### config.mk
export PLATFORM = sky130hd
export DESIGN_NAME = product_bcd_converter
export DESIGN_NICKNAME = d
export VERILOG_FILES = /design/src/rtl/product_bcd_converter_pkg.sv /design/src/rtl/product_bcd_converter_bcd_add3.sv /design/src/rtl/product_bcd_converter.sv
export SDC_FILE = /design/constraint.sdc
export NUM_CORES = 1
export LEC_CHECK = 0
export CELL_PAD_IN_SITES_DETAIL_PLACEMENT = 1
export CELL_PAD_IN_SITES_GLOBAL_PLACEMENT = 1
export CORE_ASPECT_RATIO = 2
export CORE_MARGIN = 10
export CORE_UTILIZATION = 46
export DETAILED_ROUTE_END_ITERATION = 10
export PLACE_DENSITY = 0.8
export SYNTH_ARGS = -nofsm -noshare
export SYNTH_HDL_FRONTEND = slang
export SYNTH_SLANG_ARGS = --single-unit
### constraint.sdc
create_clock -name clk -period 2.8 [get_ports clk]
set_clock_uncertainty 0.2 [all_clocks]
set_input_delay 0.84 -clock clk [delete_from_list [all_inputs] [get_ports clk]]
set_output_delay 0.84 -clock clk [all_outputs]
set_load 0.01 [all_outputs]
### src/rtl/product_bcd_converter_pkg.sv
// Shared types and default sizing for the signed-product to BCD converter.
package product_bcd_converter_pkg;

    localparam int DEF_WIDTH  = 10;
    localparam int DEF_DIGITS = 3;

    typedef enum logic [1:0] {
        IDLE = 2'd0,
        CONV = 2'd1,
        DONE = 2'd2
    } state_t;

endpackage

### src/rtl/product_bcd_converter_bcd_add3.sv
// Double-dabble digit correction: a digit of 5 or more gets 3 added before the shift.
module bcd_add3 (
    input  logic [3:0] i_digit,
    output logic [3:0] o_digit
);

    // conditional add-3 on one BCD digit
    always_comb begin
        o_digit = i_digit;
        if (i_digit >= 4'd5) begin
            o_digit = i_digit + 4'd3;
        end else begin
            o_digit = i_digit;
        end
    end

endmodule

### src/rtl/product_bcd_converter.sv
// Converts a signed two's-complement product into sign plus packed BCD magnitude,
// one double-dabble step per clock, with valid/ready handshakes on both sides.
module product_bcd_converter
    import product_bcd_converter_pkg::*;
#(
    parameter int WIDTH  = DEF_WIDTH,
    parameter int DIGITS = DEF_DIGITS
) (
    input  logic                  clk,
    input  logic                  rst_n,
    input  logic                  in_valid,
    output logic                  in_ready,
    input  logic [WIDTH-1:0]      product,
    output logic                  out_valid,
    input  logic                  out_ready,
    output logic [4*DIGITS-1:0]   bcd,
    output logic                  neg
);

    localparam int                CNT_W     = $clog2(WIDTH + 1);
    localparam int                BCD_W     = 4 * DIGITS;
    localparam logic [CNT_W-1:0]  LAST_STEP = CNT_W'(WIDTH - 1);

    state_t             r_state;
    state_t             w_state_nxt;
    logic [WIDTH-1:0]   r_bin;
    logic [WIDTH-1:0]   w_mag;
    logic [BCD_W-1:0]   r_work;
    logic [BCD_W-1:0]   w_adj;
    logic [BCD_W-1:0]   w_work_nxt;
    logic [BCD_W-1:0]   r_bcd;
    logic [CNT_W-1:0]   r_cnt;
    logic               r_neg;
    logic               w_last;
    logic               w_unused_msb;

    // Unsigned WIDTH-bit magnitude: -2^(WIDTH-1) maps onto its own bit pattern, no overflow.
    assign w_mag  = product[WIDTH-1] ? (~product + {{(WIDTH-1){1'b0}}, 1'b1}) : product;
    assign w_last = (r_state == CONV) && (r_cnt == LAST_STEP);

    for (genvar g = 0; g < DIGITS; g++) begin : g_add3
        bcd_add3 u_add3 (
            .i_digit (r_work[4*g +: 4]),
            .o_digit (w_adj[4*g +: 4])
        );
    end

    // The adjusted top bit is always 0 for an in-range magnitude, so it falls off the shift.
    assign w_work_nxt   = {w_adj[BCD_W-2:0], r_bin[WIDTH-1]};
    assign w_unused_msb = w_adj[BCD_W-1];

    assign in_ready  = (r_state == IDLE);
    assign out_valid = (r_state == DONE);
    assign bcd       = r_bcd;
    assign neg       = r_neg;

    // state register
    always_ff @(posedge clk or negedge rst_n) begin
        if (!rst_n) begin
            r_state <= IDLE;
        end else begin
            r_state <= w_state_nxt;
        end
    end

    // next-state decode
    always_comb begin
        w_state_nxt = r_state;
        case (r_state)
            IDLE: begin
                if (in_valid) w_state_nxt = CONV;
                else          w_state_nxt = IDLE;
            end
            CONV: begin
                if (w_last) w_state_nxt = DONE;
                else        w_state_nxt = CONV;
            end
            DONE: begin
                if (out_ready) w_state_nxt = IDLE;
                else           w_state_nxt = DONE;
            end
            default: w_state_nxt = IDLE;
        endcase
    end

    // conversion datapath; bcd output only updates with a finished result
    always_ff @(posedge clk or negedge rst_n) begin
        if (!rst_n) begin
            r_bin  <= '0;
            r_work <= '0;
            r_cnt  <= '0;
            r_bcd  <= '0;
            r_neg  <= 1'b0;
        end else begin
            case (r_state)
                IDLE: begin
                    if (in_valid) begin
                        r_neg  <= product[WIDTH-1];
                        r_bin  <= w_mag;
                        r_work <= '0;
                        r_cnt  <= '0;
                    end
                end
                CONV: begin
                    r_work <= w_work_nxt;
                    r_bin  <= {r_bin[WIDTH-2:0], 1'b0};
                    r_cnt  <= r_cnt + CNT_W'(1);
                    if (w_last) begin
                        r_bcd <= w_work_nxt;
                    end
                end
                default: begin
                    r_bcd <= r_bcd;
                end
            endcase
        end
    end

endmodule

# --- After elaboration in Yosys (flattened, before gate mapping) ---
# Index checks and enable logic that the tools add are counted.
word_totals:
  reg_bits: 41
  in_bits: 14
  output_inout_bits: 15
  elab_cells: 39
op_classes:
  n_addsub: 5
  magnitude_cmp: 3
  n_eq_ne: 4
  muxes: 14
  bitwise_logic: 1
  reduce_logical: 6
ops:
  columns: ["cell", "count"]
  rows:
  - ["case mux 12 bit (2 select lines)", 1]
  - ["two-way mux 10 bit", 2]
  - ["case mux 10 bit (2 select lines)", 1]
  - ["greater-or-equal comparator 4 x 3 -> 1 bit (second input constant)", 3]
  - ["two-way mux 12 bit", 1]
  - ["two-way mux 4 bit", 3]
  - ["adder 10 x 1 -> 10 bit (second input constant)", 1]
  - ["inverter 10 bit", 1]
  - ["adder 4 x 2 -> 4 bit (second input constant)", 2]
  - ["case mux 4 bit (2 select lines)", 1]
  - ["case mux 2 bit (3 select lines)", 1]
  - ["AND reduction 2 bit", 3]
  - ["adder 4 x 1 -> 4 bit (second input constant)", 1]
  - ["== test 4 bit (second input constant)", 1]
  - ["two-way mux 2 bit", 2]
  - ["adder 3 x 2 -> 3 bit (second input constant)", 1]
  - ["two-way mux 3 bit", 1]
  - ["== test 2 x 1 -> 1 bit (second input constant)", 1]
  - ["== test 2 bit (second input constant)", 1]
  - ["logical NOT 2 bit", 1]
  - ["!= test 2 bit (second input constant)", 1]
  - ["nonzero test 2 bit", 1]
  - ["logical AND 1 bit", 1]
  - ["two-way mux 1 bit", 1]

# --- Logic depth before layout (Yosys ltp) ---
# Gate-level depths: netlist (run 1).
depth:
  word_depth: 5
  mapped_depth: 7
  depth_no_buf: 6

# --- Modules after synthesis ---
# Synthesis (run 1) repeated with hierarchy kept, for this count alone.
unflattened:
  cells_unflattened: 219
  area_unflattened_um2: 2154.6
by_module_without_submodules:
  columns: ["mod", "n_inst", "cells_per_inst", "area_per_inst_um2", "seq_area_each_um2"]
  rows:
  - ["product_bcd_converter", 1, 171, 1850.5, 1026.0]
  - ["bcd_add3", 3, 16, 101.3, 0.0]

# --- Worst setup path before layout (run 1) ---
# OpenSTA, ideal clock, no wires.
synth_timing:
  path_kind: "input to register"
  startpoint: "input port product[0]"
  endpoint: "register r_bin[6]"
  setup_ns: 0.127
  arrival_ns: 1.896
  required_time_ns: 2.473
  slack_ns: 0.578
  path_stages: 6
  path_buffers: 0
  cell_sequence: "inv_1 ha_1 or4b_1 o21ai_0 xor2_1 o21ai_1"
synth_between:
  elab_chain_len: 5
synth_lines:
  columns: ["item", "line_no", "source"]
  rows:
  - ["start: declaration", "product_bcd_converter.sv:13", "input logic [WIDTH-1:0] product,"]
  - ["inverter 10 bit", "product_bcd_converter.sv:38", "assign w_mag = product[WIDTH-1] ? (~product + {{(WIDTH-1){1'b0}}, 1'b1}) : product;"]
  - ["adder 10 x 1 -> 10 bit", "product_bcd_converter.sv:38", null]
  - ["two-way mux 10 bit", "product_bcd_converter.sv:38", null]
  - ["two-way mux 10 bit", "product_bcd_converter.sv:97", "if (in_valid) begin"]
  - ["case mux 10 bit (2 select lines)", "product_bcd_converter.sv:95", "case (r_state)"]
  - ["end signal: assignment", "product_bcd_converter.sv:99", "r_bin <= w_mag;"]
  - ["end signal: assignment", "product_bcd_converter.sv:106", "r_bin <= {r_bin[WIDTH-2:0], 1'b0};"]
  - ["end: declaration", "product_bcd_converter.sv:26", "logic [WIDTH-1:0] r_bin;"]
# Every way passes these cells. The select of a mux whose other input is x is not followed.
# A chain may end at the register's enable or synchronous reset.

# --- Worst setup path in the final report (run 1) ---
layout_timing:
  startpoint: "input port product[1]"
  endpoint: "register r_bin[6]"
# Same word-level chain as after synthesis.

==> out/qor.csv, run 1 <==
metric,value,unit
Initial Util,47.3,%
Cell Rows,35,
Final min period,2.54,ns
GPL Wtd Cong,0.754,
"CTS clk-pin slew, worst paths",0.08,ns
VDD IR max,0.000575,V
Mapped Area,2170,sq um
Port-buffer cells,28,
vias,1699,
Max Cap Viol,0,
HP Class,register to register,
utilization after layout,57.1,%
HPWL after DPL,4130,um
root buffer cell,clkbuf_8,
Area Growth Syn to Fin,20.8,%
post-synthesis cell type count,39,
"flops & latches, synth",41,
WL final,5470,um
Worst setup SP type,input port,
Post-DRT Antenna Nets,0,
Post-CTS Hold Buffers,0,
initial antenna violation count,0,
synthesized net count,236,
CP arrival,2.51,ns
worst-path maximum fanout,4,
pwr/cell area,1050,nW/um^2
dpl cell area,2520,sq um
Initial DRT Pass Iterations,4,
Clock Latency Late Sink,0.30,ns
Post-CTS Setup Inserts,0,
post-DR vias/cell,5.61,
slew margin rel.,34.5,%
endpoints failing hold,0,
H-tree levels,2,
share of flip-flops with an asynchronous set or reset,100,%
run status,"finished, final reports clean",
GR Util met2,29.7,%
first-pass GRT wire length,9200,um
final setup vio count,0,
Final #Nets,271,
Die X,68.6,um
Resized cells post-CTS,0,
Slew @ Worst Pin,0.980,ns
# IOs,29,
GRT overflow,0,
die height,117,um
Worst setup startpoint,product[1],
Achievable Freq,393,MHz
LEAKAGE,1.16,nW
final slew viol count,0,
worst slack at placement,-0.0800,ns
Ys Warns,0,
Mapped Cells,213,
WL per Instance,18.0,um
vias in the first global route,1988,
Placeable Area,4600,sq um
clock sinks,41,
n_diodes,0,
number of synthesized flops with an enable pin,0,
reg2reg start,r_state[0],
share of layout cells above drive strength 1,12.1,%
gr busiest metal,met2,
RSZ-0062 raised after global routing,false,
Die ar.,8040,sq um
TritonCTS Buffers,5,
"Req. time, crit path",2.77,ns
largest net degree at the start of global routing,22,
Synth Flop Type,dfrtp_1,
Total GRT Usage,15.0,%
Clock Path Buffers,2,
worst setup margin,0.258,ns
met1 usage,13.2,%
crit end category,register,
CTS tree,yes,
routing usage on met3,2.96,%
beginning of the worst hold path,neg,
"Seq/Total Area, Yosys",47.2,%
DRT iter0 DRCs,62,
DRC errors left,0,
fin area,2630,sq um
final period utilization,90.8,%
Setup CP Type,input port to register,
syn_area_per_cell,10.2,sq um
-- state kept, by name (all words and copies together) (netlist names) --
| name | cells |
|---|---|
| neg | 1 |
| bcd | 12 |
| r_state | 2 |
| r_cnt | 4 |
| r_bin | 10 |
| r_work | 12 |
-- path summary, 6_finish.rpt --
path                       endpoint  slack (ns)  cells after the start
max                        r_bin[6]        0.26                      7
min                             neg        0.28                      2
max reg2reg                r_bin[8]        0.84                      4
min reg2reg                     neg        0.28                      2
max in group asynchronous    bcd[4]        1.60                      2
min in group asynchronous    bcd[0]        0.31                      1
-- final cells by class --
class                           count  area [sq um]
Tap cell                           55          68.8
Clock inverter                      2          35.0
Timing Repair Buffer               39           370
Clock buffer                        5          68.8
Multi-Input combinational cell    146          1000
Inverter                           15          56.3
Fill cell                         539          1970
Sequential cell                    41          1030
-- synth_stat cells (all sizes together), types with 3 or more instances --
master	number	share of area, %
a21oi	10	2.3
a22oi	8	2.8
buf	5	1.7
clkbuf	6	2.4
dfrtp	41	47
ha	9	5.2
inv	15	2.6
mux2	5	2.6
mux2i	6	2.8
nand2	14	2.4
nand2b	4	1.2
nand3	10	2.3
nor2	9	1.6
nor2b	3	0.86
nor3	4	1.4
nor3b	4	1.4
o21ai	29	6.7
xnor2	5	2.0
xor2	5	2.0
-- power by group --
part / switching, mW / total [mW] / leakage [nW] / internal (mW)
Clock: 0.206 / 0.465 / 0.0540 / 0.259
Sequential: 0.199 / 1.05 / 0.514 / 0.854
Combinational: 0.649 / 1.24 / 0.590 / 0.593
-- worst max-delay path, stage by stage --
cell             delay (ns)
clkdlybuf4s50_1        0.47
inv_1                  0.08
ha_1                   0.17
or4b_1                 0.49
o21ai_0                0.21
xor2_1                 0.17
o21ai_1                0.08
-- through the flow --
stage          setup TNS, ns  cells  power [mW]  hold slack [ns]
2_1_floorplan              0    213        1.82            0.257
3_3_place_gp               0    296        2.24            0.261
3_5_place_dp          -0.152    296        2.32            0.263
4_1_cts                    0    303        2.80            0.283
5_1_grt                    0    303        3.00            0.330
6_report                   0    303        2.76            0.279
-- routing by layer --
metal	vias up	wire [um]
met2	38	3310
li1	814	-
met1	841	1830
met3	6	204
met4	0	120
met5	-	0
-- placed cells by master (no fill, tap or decap), drive strengths merged, types with 3 or more instances in the layout --
master         instances
dfrtp                 41
xor2                   5
nand3                 10
xnor2                  5
nor2b                  3
a22oi                  8
mux2                   5
a21oi                 10
mux2i                  6
buf                   12
nor2                   9
clkbuf                 5
ha                     9
nor3b                  4
o21ai                 29
inv                   15
nand2b                 4
clkdlybuf4s50         27
nor3                   4
nand2                 14
-- cells by family after synthesis --
| group | after synthesis | synth area share, % |
|---|---|---|
| AO/OA/AOI/OAI | 60 | 17.3 |
| XOR/XNOR | 10 | 4.03 |
| adder cells (fa/ha/maj) | 9 | 5.18 |
| buffers and inverters | 26 | 6.74 |
| flip-flops | 41 | 47.2 |
| multiplexers | 11 | 5.35 |
| AND/OR/NAND/NOR | 56 | 14.2 |
Power figures use the tool's default switching activity.
==> run 2: changes to the inputs <==
--- a/config.mk
+++ b/config.mk
@@ -10,6 +10,7 @@
 export CORE_ASPECT_RATIO = 2
 export CORE_MARGIN = 10
 export CORE_UTILIZATION = 46
+export CTS_CLUSTER_SIZE = 14
 export DETAILED_ROUTE_END_ITERATION = 10
 export PLACE_DENSITY = 0.8
 export SYNTH_ARGS = -nofsm -noshare
==> results of run 2 <==
Final layout, timing and power as in run 1 (identical DEF).
==> run 3: changes to the inputs <==
--- a/config.mk
+++ b/config.mk
@@ -9,10 +9,10 @@
 export CELL_PAD_IN_SITES_GLOBAL_PLACEMENT = 1
 export CORE_ASPECT_RATIO = 2
 export CORE_MARGIN = 10
-export CORE_UTILIZATION = 46
+export CORE_UTILIZATION = 42
 export CTS_CLUSTER_SIZE = 14
 export DETAILED_ROUTE_END_ITERATION = 10
-export PLACE_DENSITY = 0.8
+export PLACE_DENSITY = 0.74
 export SYNTH_ARGS = -nofsm -noshare
 export SYNTH_HDL_FRONTEND = slang
 export SYNTH_SLANG_ARGS = --single-unit
==> constraint.sdc (replaced) <==
create_clock -name clk -period 2.9 [get_ports clk]
set_clock_uncertainty 0.2 [all_clocks]
set_input_delay 0.87 -clock clk [delete_from_list [all_inputs] [get_ports clk]]
set_output_delay 0.87 -clock clk [all_outputs]
set_load 0.01 [all_outputs]
==> run 3 against run 2 <==
Compared with the run above:
- highest routed layer unchanged
- cell area down 0.71%
- flip-flop and latch count is the same
- critical path depth down 5
- combinational power shrank 6%
- largest cell class unchanged
==> out/qor.csv, run 3 (synthesis results as in run 1) <==
metric,value,unit,change
internal power,1.61,mW,-5.8%
final slew viol count,0,,unchanged
slew margin rel.,45.3,%,+11 points
Setup TNS,0,ns,unchanged
Clock Latency Late Sink,0.30,ns,about the same
clock sinks,41,,unchanged
endpoints failing hold,0,,unchanged
Clock Path Buffers,2,,unchanged
n_diodes,0,,unchanged
GPL Wtd Cong,0.808,,+7.2%
run status,"finished, final reports clean",,
DRC errors left,0,,unchanged
CP arrival,1.51,ns,-1.00 ns
vias in the first global route,1880,,-5.4%
Resized cells post-CTS,0,,unchanged
WL per Instance,16.6,um,-8.0%
hold slack,0.294,ns,+0.0151 ns
worst-path maximum fanout,6,,+2
first-pass GRT wire length,8700,um,-5.5%
Worst setup SP type,register,,
Area Growth Syn to Fin,20.0,%,
"Req. time, crit path",1.83,ns,-0.94 ns
H-tree levels,2,,unchanged
"most common cell after layout, fill and taps aside",dfrtp_1,,
largest net degree at the start of global routing,42,,+91%
TritonCTS Buffers,5,,unchanged
final setup vio count,0,,unchanged
DRT iter0 DRCs,57,,-8.1%
final period utilization,88.8,%,
root buffer cell,clkbuf_8,,
WL final,5080,um,-7.1%
RSZ-0062 raised after global routing,false,,
post-placement cell count,298,,+0.68%
die height,122,um,+3.9%
worst slack at placement,0.0185,ns,+0.0985 ns
post-layout total power,2.60,mW,-5.8%
Max Cap Viol,0,,unchanged
Initial Util,42.7,%,-4.6 points
# IOs,29,,unchanged
Clk pwr share,16.1,%,-0.8 points
CTS tree,yes,,
Post-DRT Antenna Nets,0,,unchanged
GRT overflow,0,,unchanged
"commonest cells after routing, fill and taps aside","dfrtp_1, clkdlybuf4s50_1, o21ai_0",,
Layout Cells excl Fill,306,,+0.99%
HP Class,register to register,,
vias,1689,,-0.59%
Placeable Area,5090,sq um,+11%
VDD IR max,0.000610,V,+6.0%
Port-buffer cells,28,,unchanged
Post-CTS Setup Inserts,0,,unchanged
utilization after layout,51.2,%,-5.9 points
Post-CTS Hold Buffers,0,,unchanged
Die X,70.9,um,+3.3%
Setup CP Type,register to primary output,,
Final min period,2.58,ns,
Cell Rows,37,,+5.7%
Initial DRT Pass Iterations,4,,unchanged
Switch Pwr,992,uW,-5.8%
dpl cell area,2510,sq um,-0.65%
Logic pwr share,44.7,%,-0.3 points
LEAKAGE,1.15,nW,-0.79%
post-DR vias/cell,5.52,,-1.6%
fin area,2610,sq um,-0.71%
initial antenna violation count,0,,unchanged
Final #Nets,270,,-0.37%
crit end category,primary output,,
Slew @ Worst Pin,0.818,ns,-0.162 ns
worst setup margin,0.323,ns,+0.0649 ns
share of layout cells above drive strength 1,12.1,%,unchanged
HPWL after DPL,3900,um,-5.7%
pwr/cell area,997,nW/um^2,-5.1%
part of the power in registers,39.2,%,+1.1 points
Achievable Freq,388,MHz,
"CTS clk-pin slew, worst paths",0.08,ns,about the same
Sw Share,38.2,%,about the same
Die ar.,8630,sq um,+7.3%
Total GRT Usage,12.4,%,-2.6 points
==> run 3: cell count changes in the layout (fill, tap and decap cells not counted), sizes merged <==
cell    before  now
buf         12   11
bufinv       1    0
clkbuf       5    7
==> run 3: final timing paths <==
path                            startpoint         to  slack (ns)  depth (start not counted)
worst max-delay path            r_state[1]  out_valid        0.32                          2
worst min-delay path                   neg        neg        0.29                          2
worst max register to register  r_state[1]     bcd[0]        0.97                          4
worst min register to register         neg        neg        0.29                          2
max in group asynchronous            rst_n   r_bin[2]        1.70                          2
min in group asynchronous            rst_n     bcd[1]        0.42                          2
==> run 3: area by class of cell <==
| cell class | count | area (sq um) |
|---|---|---|
| inverter | 15 | 56.3 |
| clock inverter | 1 | 5.00 |
| clock buffer | 7 | 96.3 |
| fill | 591 | 2480 |
| sequential | 41 | 1030 |
| tap | 58 | 72.6 |
| timing repair buffer | 38 | 350 |
| multi-input combinational | 146 | 1000 |
==> run 3: power groups by stage <==
| stage | clock (mW) | sequential (mW) | combinational, mW |
|---|---|---|---|
| after floorplan | 0 | 1.02 | 0.743 |
| after global placement | 0 | 1.02 | 1.15 |
| after detailed placement | 0 | 1.03 | 1.19 |
| after CTS | 0.437 | 1.02 | 1.19 |
| after global routing | 0.454 | 1.06 | 1.32 |
| final | 0.419 | 1.02 | 1.16 |
==> run 3: metal layers <==
metal / global-route usage (%) / vias up / share of wire [%]
met2: 24.4 / 30 / 58
met4: 7.06 / 0 / 2.9
met1: 10.9 / 846 / 36
li1: - / 806 / -
met5: 0 / - / 0
met3: 2.85 / 7 / 3.2
==> run 3: worst max-delay path, cell delays in order (launching register included) <==
cell             delay [ns]
dfrtp_1                0.46
nor2b_1                0.20
clkdlybuf4s50_1        0.56
